$ cat src/rtl/tr_stepper_reg.sv
// Closed-loop stepper regulator: classifies ADC error into hold/slow/fast zones
// and drives a step/dir driver with setup time, pulse width and per-zone period.
module tr_stepper_reg #(
    parameter int W         = 12,
    parameter int PULSE_W   = 50,
    parameter int DIR_SETUP = 25,
    parameter int DIV_SLOW  = 1000,
    parameter int DIV_FAST  = 100,
    parameter int POS_W     = 16
) (
    input  logic             clk,
    input  logic             rst,
    input  logic [W-1:0]     x,
    input  logic             data_valid,
    input  logic [W-1:0]     x0,
    input  logic [W-1:0]     dx1,
    input  logic [W-1:0]     dx2,
    input  logic             enable,
    output logic             drv_SM,
    output logic             drv_step,
    output logic             drv_dir,
    output logic [1:0]       zone,
    output logic [POS_W-1:0] pos_cnt,
    output logic             busy
);

    if (!(PULSE_W >= 1 && PULSE_W < DIV_FAST && DIV_FAST <= DIV_SLOW)) begin : g_param_check
        $error("tr_stepper_reg: parameters must satisfy 1 <= PULSE_W < DIV_FAST <= DIV_SLOW");
    end

    localparam int CNT_MAX = (DIV_SLOW > DIR_SETUP) ? DIV_SLOW : DIR_SETUP;
    localparam int CNT_W   = $clog2(CNT_MAX + 1);

    typedef enum logic [1:0] {
        S_IDLE    = 2'd0,
        S_DIRSET  = 2'd1,
        S_STEP_HI = 2'd2,
        S_STEP_LO = 2'd3
    } state_t;

    state_t             state_reg, state_next;
    logic [1:0]         zone_reg, zone_next;
    logic               dir_req_reg, dir_req_next;
    logic               drv_sm_reg, drv_sm_next;
    logic               drv_step_reg, drv_step_next;
    logic               drv_dir_reg, drv_dir_next;
    logic [POS_W-1:0]   pos_cnt_reg, pos_cnt_next;
    logic [CNT_W-1:0]   cnt_reg, cnt_next;
    logic [CNT_W-1:0]   period_reg, period_next;

    logic               start_dir;
    logic               start_step;
    logic               end_pulse;
    logic               zone_active;
    logic [W-1:0]       abs_err;
    logic [1:0]         zone_calc;

    // |x - x0| taken from whichever ordering is non-negative, so it always fits W bits.
    always_comb begin
        abs_err   = (x >= x0) ? (x - x0) : (x0 - x);
        zone_calc = 2'd1;
        if (abs_err <= dx1) begin
            zone_calc = 2'd0;
        end else if (abs_err > dx2) begin
            zone_calc = 2'd2;
        end
    end

    assign zone_active = (zone_reg != 2'd0) && enable;

    always_ff @(posedge clk) begin
        if (rst) begin
            state_reg    <= S_IDLE;
            zone_reg     <= 2'd0;
            dir_req_reg  <= 1'b0;
            drv_sm_reg   <= 1'b0;
            drv_step_reg <= 1'b0;
            drv_dir_reg  <= 1'b0;
            pos_cnt_reg  <= '0;
            cnt_reg      <= '0;
            period_reg   <= CNT_W'(DIV_SLOW);
        end else begin
            state_reg    <= state_next;
            zone_reg     <= zone_next;
            dir_req_reg  <= dir_req_next;
            drv_sm_reg   <= drv_sm_next;
            drv_step_reg <= drv_step_next;
            drv_dir_reg  <= drv_dir_next;
            pos_cnt_reg  <= pos_cnt_next;
            cnt_reg      <= cnt_next;
            period_reg   <= period_next;
        end
    end

    always_comb begin
        state_next = state_reg;
        start_dir  = 1'b0;
        start_step = 1'b0;
        end_pulse  = 1'b0;
        case (state_reg)
            S_IDLE: begin
                if (zone_active) begin
                    if (dir_req_reg != drv_dir_reg) begin
                        start_dir  = 1'b1;
                        state_next = S_DIRSET;
                    end else begin
                        start_step = 1'b1;
                        state_next = S_STEP_HI;
                    end
                end
            end
            S_DIRSET: begin
                // A demand that reversed again during setup goes back through IDLE.
                if (cnt_reg == CNT_W'(DIR_SETUP)) begin
                    if (zone_active && (dir_req_reg == drv_dir_reg)) begin
                        start_step = 1'b1;
                        state_next = S_STEP_HI;
                    end else begin
                        state_next = S_IDLE;
                    end
                end
            end
            S_STEP_HI: begin
                if (cnt_reg == CNT_W'(PULSE_W - 1)) begin
                    end_pulse  = 1'b1;
                    state_next = S_STEP_LO;
                end
            end
            S_STEP_LO: begin
                if (cnt_reg == period_reg - CNT_W'(1)) begin
                    state_next = S_IDLE;
                end
            end
            default: state_next = S_IDLE;
        endcase
    end

    always_comb begin
        zone_next     = zone_reg;
        dir_req_next  = dir_req_reg;
        drv_sm_next   = drv_sm_reg;
        drv_step_next = drv_step_reg;
        drv_dir_next  = drv_dir_reg;
        pos_cnt_next  = pos_cnt_reg;
        cnt_next      = cnt_reg;
        period_next   = period_reg;

        if (!enable) begin
            zone_next = 2'd0;
        end else if (data_valid) begin
            zone_next    = zone_calc;
            dir_req_next = (x > x0);
        end

        if (enable) begin
            drv_sm_next = 1'b1;
        end else if (state_next == S_IDLE) begin
            drv_sm_next = 1'b0;
        end

        if (start_dir || start_step) begin
            cnt_next = '0;
        end else if (state_reg != S_IDLE) begin
            cnt_next = cnt_reg + CNT_W'(1);
        end

        if (start_dir) begin
            drv_dir_next = dir_req_reg;
        end

        if (start_step) begin
            drv_step_next = 1'b1;
            period_next   = (zone_reg == 2'd2) ? CNT_W'(DIV_FAST) : CNT_W'(DIV_SLOW);
            pos_cnt_next  = drv_dir_reg ? (pos_cnt_reg + POS_W'(1)) : (pos_cnt_reg - POS_W'(1));
        end else if (end_pulse) begin
            drv_step_next = 1'b0;
        end
    end

    assign drv_SM   = drv_sm_reg;
    assign drv_step = drv_step_reg;
    assign drv_dir  = drv_dir_reg;
    assign zone     = zone_reg;
    assign pos_cnt  = pos_cnt_reg;
    assign busy     = (state_reg != S_IDLE);

endmodule

$ cat config.mk
export PLATFORM = sky130hd
export DESIGN_NAME = tr_stepper_reg
export DESIGN_NICKNAME = d
export VERILOG_FILES = /design/src/rtl/tr_stepper_reg.sv
export SDC_FILE = /design/constraint.sdc
export NUM_CORES = 1
export LEC_CHECK = 0
export CAP_MARGIN = 20
export CORE_MARGIN = 8
export CORE_UTILIZATION = 54
export DETAILED_ROUTE_END_ITERATION = 6
export PLACE_DENSITY = 0.93
export RECOVER_POWER = 50
export SKIP_LAST_GASP = 1
export SLEW_MARGIN = 10
export SYNTH_ARGS = -nofsm -noshare
export SYNTH_HDL_FRONTEND = slang
export SYNTH_SLANG_ARGS = --single-unit
$ cat constraint.sdc
create_clock -name clk -period 5.45 [get_ports clk]
set_input_delay 1.3625 -clock clk [delete_from_list [all_inputs] [get_ports clk]]
set_output_delay 1.3625 -clock clk [all_outputs]
set_load 0.01 [all_outputs]
* After elaboration in Yosys (flattened, before gate mapping)
Cells that the tools add are included.
** Storage, ports and cells
- Register bits after elaboration :: 44
- Input port bits :: 52
- Output and inout bits :: 22
- Logic and storage cells :: 67
** Cells by class
- Add/subtract/negate cells :: 6
- Order comparisons :: 4
- Equal/unequal tests :: 9
- Multiplexer cells :: 26
- Bitwise logic cells :: 1
- Reduce and logical (&&, ||, !) cells :: 12
** Operator list (number)
- $gt A12 B12 Y1 :: 2
- $sub A12 B12 Y12 :: 2
- $add A16 B1 Y16 const B :: 1
- $mux W16 :: 1
- $mux W2 :: 8
- $sub A16 B1 Y16 const B :: 1
- $mux W1 :: 13
- $ge A12 B12 Y1 :: 1
- $le A12 B12 Y1 :: 1
- $mux W12 :: 1
- $add A10 B1 Y10 const B :: 1
- $eq A10 B10 Y1 :: 1
- $eq A10 B5 Y1 const B :: 1
- $eq A10 B6 Y1 const B :: 1
- $mux W10 :: 1
- $sub A10 B1 Y10 const B :: 1
- $pmux W2 S4 :: 1
- $reduce_bool A2 Y1 :: 4
- $eq A2 B2 Y1 const B :: 3
- $logic_not A2 Y1 :: 2
- $reduce_or A2 Y1 :: 2
- $eq A2 B1 Y1 const B :: 1
- $logic_and A1 B1 Y1 :: 2
- $pmux W1 S2 :: 1
- other kinds (5) :: 5

* Longest topological paths before layout
- Depth after elaboration :: 9
- Depth in mapped cells :: 18
- Gate-level depth less buffers :: 17

* Worst setup path before layout
No wires, ideal clock.
- Path type :: input-to-reg
- Start point :: input x[9]
- End point :: register zone_reg[0], in the netlist zone[0]
- Library setup time :: 0.129 ns
- Data arrival time :: 4.354 ns
- Required time :: 5.321 ns
- Path slack :: 0.966 ns
- Stages on the path :: 17
- Buffers on the path :: 2
- Cell sequence :: inv_1 > ha_1 > clkbuf_1 > nand4_1 > o21bai_1 > o221ai_1 > nand3_1 > buf_2 > mux2i_1 > xnor2_1 > ha_1 > a21o_1 > a21o_1 > a21oi_1 > nor2_1 > o41ai_1 > o21ai_0
** On the way
- Word-level cells in the longest chain between the ends :: 5
- Elaborated cells on any way between the ends :: 8
- Classes of those cells :: 2 x add/sub; 3 x order compare; 3 x mux
** RTL lines
- start: declaration :: RTL line 13 : input logic [W-1:0] x,
- $sub A12 B12 Y12 / $ge A12 B12 Y1 (equally long branches) :: RTL line 60 : abs_err = (x >= x0) ? (x - x0) : (x0 - x);
- $mux W12 (*) :: RTL line 60
- $gt A12 B12 Y1 :: RTL line 64 : end else if (abs_err > dx2) begin
- $mux W2 :: RTL line 64
- $mux W2 (*) :: RTL line 62 : if (abs_err <= dx1) begin
- end signal: assignment :: RTL line 84 : zone_reg <= zone_next;
- end: declaration :: RTL line 42 : logic [1:0] zone_reg, zone_next;
Every way passes the cells marked *; elsewhere a longest branch is shown, timed or not.
A chain may end at the register's enable or synchronous reset.

* Worst setup path in the final report
- Start point :: input x[0]
- End point :: register zone_reg[0], in the netlist zone[0]
The elaborated chain is that of the path after synthesis.

==> run metrics <==
run status=finished clean; via count=3911; Via density=5.803; Area Overhead vs Synth=23.06%; Worst-path clk slew=70 ps; min-delay worst type=reg -> reg; layout cells sized above 1=3.304%; first drt pass iteration count=5; Pwr per Cell Area=217.9 nW/um2; Yosys reg bits=36; vias in the first global route=4023; worst slew pin tran=721.5 ps; Distinct cells, synth=58; drt total wl=10.25 mm; async set or reset register ratio after synthesis=0%; Critical Path AT=5150 ps; synthesis warning total=0; EDFF count, synth=0; Mapped Cells=509; sequential fraction of the synthesis area=18.45%; H-tree level count=2; crit path cell chain=clkdlybuf4s50_1 > inv_1 > ha_1 > inv_1 > fa_1 > a21oi_1 > o21bai_1 > a21oi_1 > nand3_1 > mux2i_1 > xnor2_1 > ha_1 > a21o_1 > a21o_1 > a21oi_1 > nor2_1 > o41ai_1 > o21ai_0; IO Count=74; DR iter-0 viols=189; CTS root buffer=clkbuf_8; fin nets=694; Clock Tree Buf Depth=2; TritonCTS clock tree=yes; final core utilization=67.36%; VDD IR max=0.09523 mV; Setup TNS Final=0 ps; leakage power=2.272 nW; Clock Skew=10.45 ps; Slew Limit Fails=0; DIE AREA=10210 um2; Critical Path Fanout Max=5; Worst slew margin=51.69%; Residual DRC=0; sequential cell area=720.7 um2; min Tclk post-route=4982 ps; clock insertion delay at the later pin of the skew report=290 ps; Fillers=636; Post-CTS Setup Bufs=0; initial antenna violation count=0; n_diodes=0; CP max stage delay=430 ps; CP Launch Type=input pin; Finish-stage setup viols=0; total gr overflow=0; GRT Total Usage=20.46%; Mapped Nets=628; Routed Antenna Nets=0; CTS Sinks=36; Synth Cell Area=3906 um2; post_cts resized=0; cell row count=31; DIE WIDTH=101.1 um; HPWL after detailed placement=8.277 mm; Critical Path Sink Type=flip-flop; Synth Flop Type=dfxtp_1; pin count of the biggest net entering global routing=27; GPL Wtd Cong=0.9119; cts hold-fix bufs=0; CTS buffer count=5; Crit-path slowest cell=clkdlybuf4s50_1; Most Frequent Cell on Critical Path=a21oi_1; Multi-input gate area=2877 um2; Starting Density=54.73%; Fmax=200.7 MHz; Final Hold Fails=0; Period Utilization, post-route=91.41%; Die Y=101.1 um; Synth Area per Inst=7.674 um2; RSZ-0062 raised after global routing=false; max FFs per register=16; area of the core=7137 um2; Worst EP required=5620 ps; port bufs=73; CP Class=in -> reg; Avg WL per Cell=15.21 um; global-route wire length before repair=17.33 mm; max cap viols=0
-- synthesized netlist by cell type (2+ instances only) --
| cell type | instances | share of area (%) |
|---|---|---|
| a31oi_1 | 3 | 0.48 |
| nand3_1 | 7 | 0.90 |
| and3_1 | 4 | 0.64 |
| or3_1 | 3 | 0.48 |
| nor3b_1 | 2 | 0.38 |
| a221oi_1 | 2 | 0.45 |
| mux2i_1 | 10 | 2.6 |
| o21bai_1 | 6 | 1.2 |
| a41oi_1 | 2 | 0.45 |
| xnor2_1 | 16 | 3.6 |
| o21a_1 | 8 | 1.5 |
| a211oi_1 | 6 | 1.2 |
| mux2_2 | 3 | 0.86 |
| fa_1 | 3 | 1.5 |
| dfxtp_1 | 36 | 18 |
| nand2b_1 | 4 | 0.64 |
| or4_1 | 2 | 0.38 |
| xor2_1 | 16 | 3.6 |
| nor2b_1 | 7 | 1.1 |
| o21ai_0 | 21 | 2.7 |
| nor2_1 | 34 | 3.3 |
| inv_1 | 61 | 5.9 |
| a211o_1 | 3 | 0.67 |
| clkbuf_1 | 15 | 1.4 |
| o31a_1 | 2 | 0.45 |
| nand4_1 | 19 | 3.0 |
| nand2_1 | 46 | 4.4 |
| o211ai_1 | 2 | 0.38 |
| buf_4 | 2 | 0.38 |
| nor4b_1 | 2 | 0.45 |
| nor3_1 | 8 | 1.0 |
| or2_2 | 2 | 0.32 |
| ha_1 | 64 | 20 |
| a21oi_1 | 46 | 5.9 |
| a21o_1 | 15 | 2.9 |
| o22ai_1 | 4 | 0.64 |
| o221ai_1 | 2 | 0.45 |
-- final cells by class --
cell class	count	area share, %
timing repair buffer	77	15.83
inverter	61	4.763
clock buffer	7	2.004
tap	99	2.577
multi-input combinational	394	59.84
sequential	36	14.99
-- placed cells by master (no fill, tap or decap), drive strengths merged, types with 10 or more instances in the layout --
cell / n
a21o: 15
nor2: 34
xnor2: 16
o21ai: 21
dfxtp: 36
clkdlybuf4s50: 51
mux2i: 10
xor2: 16
nand4: 19
dlygate4sd3: 22
inv: 61
a21oi: 47
ha: 64
nand2: 46
-- per-stage QoR --
step           hold slack [ps]  cell area (um2)  setup WS, ps  instances  total power, mW
2_1_floorplan            452.5             3906         966.2        509           0.6820
3_3_place_gp             460.3             4715         418.2        667           0.8131
3_5_place_dp             466.8             4715         191.4        667           0.8394
4_1_cts                  475.3             4811         499.4        674            1.049
5_1_grt                  492.4             4807         60.69        674            1.122
6_report                 467.0             4807         467.9        674            1.047
-- worst max-delay path: cells and delay by family --
family / cells / cell delay, ps
buffers and inverters: 3 / 550
and+or+nand+nor: 2 / 330
muxes: 1 / 280
xor gates and xnor gates: 1 / 170
adders and majority gates: 3 / 830
AOI/OAI and AO/OA: 8 / 1630
-- metal layers --
layer | global-route usage [%] | wire [um]
met3 | 3.591 | 537
met5 | 0 | 0
met1 | 22.01 | 4188
met4 | 9.507 | 292
met2 | 37.60 | 5234
-- worst paths after layout --
check	from	to	slack, ps	cells after the start
hold reg to reg	drv_step	drv_step	470	2
setup / recovery	x[0]	zone[0]	470	18
setup reg to reg	cnt_reg[5]	pos_cnt[15]	2540	7
hold / removal	drv_step	drv_step	470	2
-- logic make-up after synthesis --
kind of cell               Yosys count  synth area share [%]
AOI/OAI and AO/OA                  136                 22.71
adders and majority gates           67                 22.04
buffers and inverters               79                 7.815
and+or+nand+nor                    146                 18.39
xor gates and xnor gates            32                 7.175
DFF                                 36                 18.45
muxes                               13                 3.427
-- power by group --
group | total, mW | switching [mW] | internal, mW
combinational | 0.541 | 0.282 | 0.259
sequential | 0.299 | 0.0180 | 0.281
clock | 0.208 | 0.0951 | 0.113
total | 1.05 | 0.395 | 0.653
(Power assumes the default switching activity.)
